### src/rtl/key_search_if.sv
// key_search_if: control, ARC4 core and plaintext memory signals of key_search.
// slave is the search engine side, master is the environment side.
interface key_search_if;
   logic        en;
   logic        rdy;
   logic [23:0] arc4_key;
   logic        arc4_en;
   logic        arc4_rdy;
   logic [7:0]  pt_addr;
   logic [7:0]  pt_rddata;
   logic        stop;
   logic [23:0] key;
   logic        key_valid;

   modport slave (
      input  en, arc4_rdy, pt_rddata, stop,
      output rdy, arc4_key, arc4_en, pt_addr, key, key_valid
   );

   modport master (
      output en, arc4_rdy, pt_rddata, stop,
      input  rdy, arc4_key, arc4_en, pt_addr, key, key_valid
   );
endinterface

### src/rtl/key_search.sv
// key_search: steps ARC4 keys until the plaintext is all printable or keys run out.
// KEY_SEARCH_STOP_EN enables the sibling abort input (stop).
module key_search #(
   parameter logic [23:0] KEY_START = 24'h000000,
   parameter int unsigned KEY_STEP  = 1
) (
   input logic         clk,
   input logic         rst_n,
   key_search_if.slave bus
);
   typedef enum logic [2:0] {
      IDLE, LAUNCH, WAIT, RD_LEN, RD_CHR, CHECK, NEXT, DONE
   } state_t;

   localparam logic [24:0] LP_STEP = 25'(KEY_STEP);

   state_t      r_state;
   logic [23:0] r_cand;
   logic [23:0] r_arc4_key;
   logic [23:0] r_key;
   logic [7:0]  r_len;
   logic [7:0]  r_idx;
   logic [7:0]  r_pt_addr;
   logic        r_hold;
   logic        r_rdy;
   logic        r_key_valid;

   logic [24:0] w_sum;
   logic        w_print;
   logic        w_len_zero;
   logic        w_last;
   logic        w_success;
   logic        w_stop;

   assign w_sum      = {1'b0, r_cand} + LP_STEP;
   assign w_print    = (bus.pt_rddata >= 8'h20) &&
                       (bus.pt_rddata <= 8'h7E);
   assign w_len_zero = (r_state == RD_LEN) && r_hold &&
                       (bus.pt_rddata == 8'h00);
   assign w_last     = (r_state == CHECK) && w_print &&
                       (r_idx == r_len);
   assign w_success  = w_len_zero || w_last;

`ifdef KEY_SEARCH_STOP_EN
   assign w_stop = bus.stop && (r_state != IDLE) &&
                   (r_state != DONE) && !w_success;
`else
   assign w_stop = bus.stop & 1'b0;
`endif

   // Pulse only while the core reports idle, so it can never be missed.
   assign bus.arc4_en   = (r_state == LAUNCH) && bus.arc4_rdy && !w_stop;
   assign bus.arc4_key  = r_arc4_key;
   assign bus.pt_addr   = r_pt_addr;
   assign bus.rdy       = r_rdy;
   assign bus.key       = r_key;
   assign bus.key_valid = r_key_valid;

   always_ff @(posedge clk or negedge rst_n) begin
      if (!rst_n) begin
         r_state     <= IDLE;
         r_cand      <= 24'h000000;
         r_arc4_key  <= 24'h000000;
         r_key       <= 24'h000000;
         r_len       <= 8'h00;
         r_idx       <= 8'h00;
         r_pt_addr   <= 8'h00;
         r_hold      <= 1'b0;
         r_rdy       <= 1'b1;
         r_key_valid <= 1'b0;
      end else begin
         unique case (r_state)
            IDLE: begin
               if (bus.en && r_rdy) begin
                  r_cand      <= KEY_START;
                  r_arc4_key  <= KEY_START;
                  r_key_valid <= 1'b0;
                  r_rdy       <= 1'b0;
                  r_state     <= LAUNCH;
               end
            end
            LAUNCH: begin
               if (bus.arc4_rdy) begin
                  r_hold  <= 1'b1;
                  r_state <= WAIT;
               end
            end
            WAIT: begin
               // First cycle after the pulse the core may not yet show busy.
               if (r_hold) begin
                  r_hold <= 1'b0;
               end else if (bus.arc4_rdy) begin
                  r_pt_addr <= 8'h00;
                  r_state   <= RD_LEN;
               end
            end
            RD_LEN: begin
               if (!r_hold) begin
                  r_hold <= 1'b1;
               end else begin
                  r_hold <= 1'b0;
                  r_len  <= bus.pt_rddata;
                  r_idx  <= 8'h01;
                  if (w_len_zero) begin
                     r_key       <= r_cand;
                     r_key_valid <= 1'b1;
                     r_state     <= DONE;
                  end else begin
                     r_pt_addr <= 8'h01;
                     r_state   <= RD_CHR;
                  end
               end
            end
            RD_CHR: begin
               r_state <= CHECK;
            end
            CHECK: begin
               if (!w_print) begin
                  r_state <= NEXT;
               end else if (w_last) begin
                  r_key       <= r_cand;
                  r_key_valid <= 1'b1;
                  r_state     <= DONE;
               end else begin
                  r_idx     <= r_idx + 8'h01;
                  r_pt_addr <= r_idx + 8'h01;
                  r_state   <= RD_CHR;
               end
            end
            NEXT: begin
               if (w_sum[24]) begin
                  r_key_valid <= 1'b0;
                  r_state     <= DONE;
               end else begin
                  r_cand     <= w_sum[23:0];
                  r_arc4_key <= w_sum[23:0];
                  r_state    <= LAUNCH;
               end
            end
            DONE: begin
               r_state <= DONE;
            end
            default: begin
               r_state <= IDLE;
            end
         endcase
         if (w_stop) begin
            r_state     <= DONE;
            r_key_valid <= 1'b0;
            r_hold      <= 1'b0;
         end
      end
   end
endmodule

### src/flat_wrapper.sv
// flat-port wrapper written by rule: the top's interface ports become plain ports
module key_search_flat 
#(
   parameter logic [23:0] KEY_START = 24'h000000,
   parameter int unsigned KEY_STEP  = 1
)
  (clk, rst_n, bus_en, bus_arc4_rdy, bus_pt_rddata, bus_stop, bus_rdy, bus_arc4_key, bus_arc4_en, bus_pt_addr, bus_key, bus_key_valid);
  key_search_if bus_i ();
  input logic clk;
  input logic rst_n;
  input wire logic [$bits(bus_i.en)-1:0] bus_en;
  input wire logic [$bits(bus_i.arc4_rdy)-1:0] bus_arc4_rdy;
  input wire logic [$bits(bus_i.pt_rddata)-1:0] bus_pt_rddata;
  input wire logic [$bits(bus_i.stop)-1:0] bus_stop;
  output wire logic [$bits(bus_i.rdy)-1:0] bus_rdy;
  output wire logic [$bits(bus_i.arc4_key)-1:0] bus_arc4_key;
  output wire logic [$bits(bus_i.arc4_en)-1:0] bus_arc4_en;
  output wire logic [$bits(bus_i.pt_addr)-1:0] bus_pt_addr;
  output wire logic [$bits(bus_i.key)-1:0] bus_key;
  output wire logic [$bits(bus_i.key_valid)-1:0] bus_key_valid;
  assign bus_i.en = bus_en;
  assign bus_i.arc4_rdy = bus_arc4_rdy;
  assign bus_i.pt_rddata = bus_pt_rddata;
  assign bus_i.stop = bus_stop;
  assign bus_rdy = bus_i.rdy;
  assign bus_arc4_key = bus_i.arc4_key;
  assign bus_arc4_en = bus_i.arc4_en;
  assign bus_pt_addr = bus_i.pt_addr;
  assign bus_key = bus_i.key;
  assign bus_key_valid = bus_i.key_valid;
  key_search #(.KEY_START(KEY_START), .KEY_STEP(KEY_STEP)) u_core (.clk(clk), .rst_n(rst_n), .bus(bus_i));
endmodule
### config.mk
export PLATFORM = sky130hd
export DESIGN_NAME = key_search_flat
export DESIGN_NICKNAME = d
export VERILOG_FILES = /design/src/rtl/key_search_if.sv /design/src/rtl/key_search.sv /design/src/flat_wrapper.sv
export SDC_FILE = /design/constraint.sdc
export NUM_CORES = 1
export LEC_CHECK = 0
export ABC_AREA = 1
export BUFFER_PORTS_ARGS = -buffer_cell sky130_fd_sc_hd__clkbuf_2
export CAP_MARGIN = 25
export CORE_MARGIN = 8
export CORE_UTILIZATION = 30
export DETAILED_ROUTE_END_ITERATION = 10
export PLACE_DENSITY = 0.53
export SETUP_SLACK_MARGIN = 0.3
export SKIP_LAST_GASP = 1
export SYNTH_ARGS = -nofsm -noshare
export SYNTH_HDL_FRONTEND = slang
export SYNTH_SLANG_ARGS = --single-unit
### constraint.sdc
create_clock -name clk -period 1.95 [get_ports clk]
set_input_delay 0 -clock clk [delete_from_list [all_inputs] [get_ports clk]]
set_output_delay 0 -clock clk [all_outputs]
set_load 0.05 [all_outputs]
==> impl_metrics.tcl <==
set metrics [dict create \
    path_buf_inv 2 \
    min_period_over_period 0.914 \
    antenna_left 0 \
    dr.pass1.iters 5 \
    slew_viol_final 0 \
    vdd.ir_drop.worst_mv 0.478 \
    dpl_cell_area_sq_um 4980 \
    p_per_area_nw_per_um2 1120 \
    reg2reg_depth 11 \
    crit_chain "inv_2, nand2_4, nor2_4, nand3_1, nor2_2, nand2_2, nand2_2, nand3_4, clkbuf_16, nand2_2, o21ai_1" \
    synth_area_sq_um 4260 \
    hold_path_depth 5 \
    fin_util 0.435 \
    timing.rr.start "u_core.r_state[1]$_DFFE_PN0P_" \
    antenna_found_initial 0 \
    numCtsBuffers 9 \
    hp-start "bus_arc4_rdy" \
    critPathMaxFanout 7 \
    outcome "finished, final reports clean" \
    clock.fmax_ghz 0.561 \
    hold_end "u_core.r_hold$_DFFE_PN0P_" \
    gp_congestion 0.900 \
    synthesis.nets 590 \
    r2r_end "u_core.bus.key[12]$_DFFE_PN0P_" \
    finalInstanceArea_sq_um 6040 \
    clockRootBuffer "clkbuf_16" \
    drt_iter0_drc 251 \
    synth_warnings 0 \
    total_power_uw 6780 \
    slew_headroom 0.686 \
    dieArea_sq_um 18300 \
    startpoint_type "flip-flop" \
    finalHoldViolCount 0 \
    clk_path_buf_depth 2 \
    cpMostUsedCell "nand2_2" \
    hpwl_um 9230 \
    instances_no_fill 894 \
    start_util 0.307 \
    syn_area_per_cell_sq_um 7.40 \
    fp-row-count 43 \
    crit_required_ps 2180 \
    floorplan.core_area_sq_um 13900 \
    drive_gt1_frac 0.353 \
    setup_viol 0 \
    grt_usage 0.142 \
    synth-seq-cells 78 \
    cts.sinks 78 \
    cts_tree "yes" \
    grt_pass1_wl_um 20800 \
    netlist_instances 575 \
    worstSetupPathType "flip-flop to flip-flop" \
    area_delta_synth_final_pct 41.8 \
    ys_seq_area_frac 0.459 \
    fin_setup_tns_ps 0 \
    cp_slowest_stage_delay_ps 400 \
    placement.io_buffers 70 \
    clk_latency_ps 340 \
    crit_path_end_kind "flip-flop" \
    die_w_um 135 \
    cts-htree-levels 3 \
    routed_wl_um 13200 \
    dp_cells 838 \
    multiInputGateArea_sq_um 2310 \
    cts.clk_slew.worst_paths_ps 60 \
    tightest_slew_ps 472 \
    grt_pass1_vias 4232 \
    final_nets 724 \
    drc_errors 0 \
    via_count 4231 \
    rsz0062_at_grt "true" \
    p_leak_uw 0.00295 \
    crit_arrival_ps 2010 \
    r2r_setup_slack_ps 170 \
    finalCriticalPeriod_ps 1780 \
    holdCritPathClass "input port to flip-flop" \
    grt_max_degree 45 \
    yosysUniqueCellTypes 32 \
    die_h_um 135 \
    via_per_inst 4.73 \
    clock_skew_ps 10.2 \
    diodes 0 \
    drv_cap 0 \
    io_pins 72 \
    regArea_sq_um 1970 \
    cp_slowest_cell "dfrtp_1" \
    overflow 0 \
    fillers 1426 \
    wl_per_cell_um 14.8 \
    critical-path-top-delay-family "simple AND/OR/NAND/NOR gates" \
]
==> kinds of logic (layout without fill, tap and decap cells) <==
group / count (synthesis) / after routing / share of synthesized area
xor gates and xnor gates: 12 / 12 / 0.0247
DFF: 78 / 78 / 0.459
adders and majority gates: 2 / 2 / 0.00588
AOI/OAI and AO/OA: 64 / 64 / 0.0952
and+or+nand+nor: 341 / 341 / 0.339
buffers and inverters: 78 / 217 / 0.0767
==> cells in the final DEF, fill, tap and decap left out, drive strengths merged, types with 2 or more instances in the layout <==
master / synthesis / layout
nor2: 60 / 60
buf: 7 / 49
nand4: 15 / 15
nor3: 13 / 13
nand2: 212 / 212
nand3b: 3 / 3
dfrtp: 77 / 77
clkbuf: 3 / 87
a21oi: 12 / 12
inv: 68 / 67
xnor2: 4 / 4
o22ai: 5 / 5
clkinvlp: 0 / 2
nand3: 37 / 37
o21ai: 43 / 43
dlygate4sd3: 0 / 10
xor2: 8 / 8
ha: 2 / 2
==> per-stage QoR <==
| step | setup WS [ps] | hold slack, ps |
|---|---|---|
| 6_report | 167 | 109 |
| 5_1_grt | 28.0 | 129 |
| 4_1_cts | 253 | 80.1 |
| 3_5_place_dp | 61.9 | -1.49 |
| 3_3_place_gp | 133 | -14.7 |
| 2_1_floorplan | 12.6 | -296 |
==> timing repair <==
item,CTS,global route
hold buffers,10,0
resized for setup,28,93
setup endpoints to repair,67,67
cloned,0,7
setup buffers,14,9
pin swaps,8,26
endpoints found under the hold margin,43,0
==> registers in the layout, summed over array words and instances, names as in the netlist <==
name,count
u_core.bus.rdy,1
u_core.bus.arc4_key,24
u_core.bus.key_valid,1
u_core.r_hold,1
u_core.r_len,8
u_core.r_idx,8
u_core.bus.key,24
u_core.bus.pt_addr,8
u_core.r_state,3
==> layer usage <==
| layer | GRT usage | wire (um) | vias to the layer above |
|---|---|---|---|
| met2 | 0.233 | 6510 | 87 |
| met4 | 0.0413 | 216 | 0 |
| met1 | 0.174 | 5850 | 2033 |
| li1 | - | - | 2094 |
| met3 | 0.0457 | 660 | 17 |
| met5 | 0 | 0 | - |
==> tightest hold or removal path: cells and delay by family <==
| kind | cells | cell delay, ps |
|---|---|---|
| AOI/OAI and AO/OA | 2 | 170 |
| and+or+nand+nor | 1 | 70 |
| buffers and inverters | 2 | 170 |
==> report_power, final <==
| part | leakage [uW] | switching (uW) | internal, uW |
|---|---|---|---|
| registers | 0.00104 | 197 | 1850 |
| logic | 0.00177 | 1970 | 1140 |
| clock network | 0.000135 | 633 | 992 |
==> final cells by class <==
| cell class | instances | area share |
|---|---|---|
| multi-input cells | 419 | 0.383 |
| flip-flops and latches | 78 | 0.326 |
| repair buffers | 132 | 0.162 |
| inverters | 68 | 0.0441 |
| clock buffers | 14 | 0.0404 |
| well taps | 180 | 0.0373 |
| clock inverters | 2 | 0.00580 |
| repair inverters | 1 | 0.00124 |
==> how the worst max path moves through the flow <==
stage	to	start	slack, ps	depth (start not counted)
3_5_place_dp	u_core.bus.pt_addr[6]$_DFFE_PN0P_	u_core.r_state[1]$_DFFE_PN0P_	60	10
5_1_grt	u_core.bus.key[7]$_DFFE_PN0P_	u_core.r_idx[7]$_DFFE_PN0P_	30	12
3_3_place_gp	u_core.bus.pt_addr[1]$_DFFE_PN0P_	u_core.r_state[1]$_DFFE_PN0P_	130	10
2_1_floorplan	u_core.bus.arc4_key[9]$_DFFE_PN0P_	u_core.bus.arc4_key[0]$_DFFE_PN0P_	10	11
6_report	u_core.bus.key[12]$_DFFE_PN0P_	u_core.r_state[1]$_DFFE_PN0P_	170	11
4_1_cts	u_core.bus.arc4_key[17]$_DFFE_PN0P_	u_core.bus.arc4_key[0]$_DFFE_PN0P_	250	9
==> cells in the mapped netlist <==
| cell | number | share of area |
|---|---|---|
| o211ai_1 | 1 | 0.0018 |
| o21a_1 | 1 | 0.0018 |
| nor2_2 | 3 | 0.0044 |
| nor3_1 | 13 | 0.015 |
| o21ai_2 | 6 | 0.012 |
| nand2_1 | 209 | 0.18 |
| nor2_1 | 54 | 0.048 |
| dfrtp_1 | 77 | 0.45 |
| inv_2 | 6 | 0.0053 |
| buf_6 | 4 | 0.011 |
| nand3b_1 | 3 | 0.0053 |
| nand4_1 | 15 | 0.022 |
| ha_1 | 2 | 0.0059 |
| xnor2_1 | 4 | 0.0082 |
| nand3_2 | 2 | 0.0047 |
| clkbuf_1 | 3 | 0.0026 |
| o21ai_0 | 29 | 0.034 |
| o22ai_2 | 5 | 0.015 |
| dfstp_2 | 1 | 0.0062 |
| nand2_2 | 3 | 0.0044 |
| xor2_1 | 8 | 0.016 |
| a21o_1 | 1 | 0.0018 |
| a21oi_1 | 11 | 0.013 |
| o21ai_1 | 7 | 0.0082 |
| inv_1 | 62 | 0.055 |
| nor4_1 | 1 | 0.0015 |
| buf_2 | 3 | 0.0035 |
| nand3_1 | 35 | 0.041 |
| o21bai_1 | 1 | 0.0018 |
| a21oi_2 | 1 | 0.0021 |
| nor2_4 | 3 | 0.0079 |
| o21ai_4 | 1 | 0.0038 |
(Power assumes the default switching activity.)
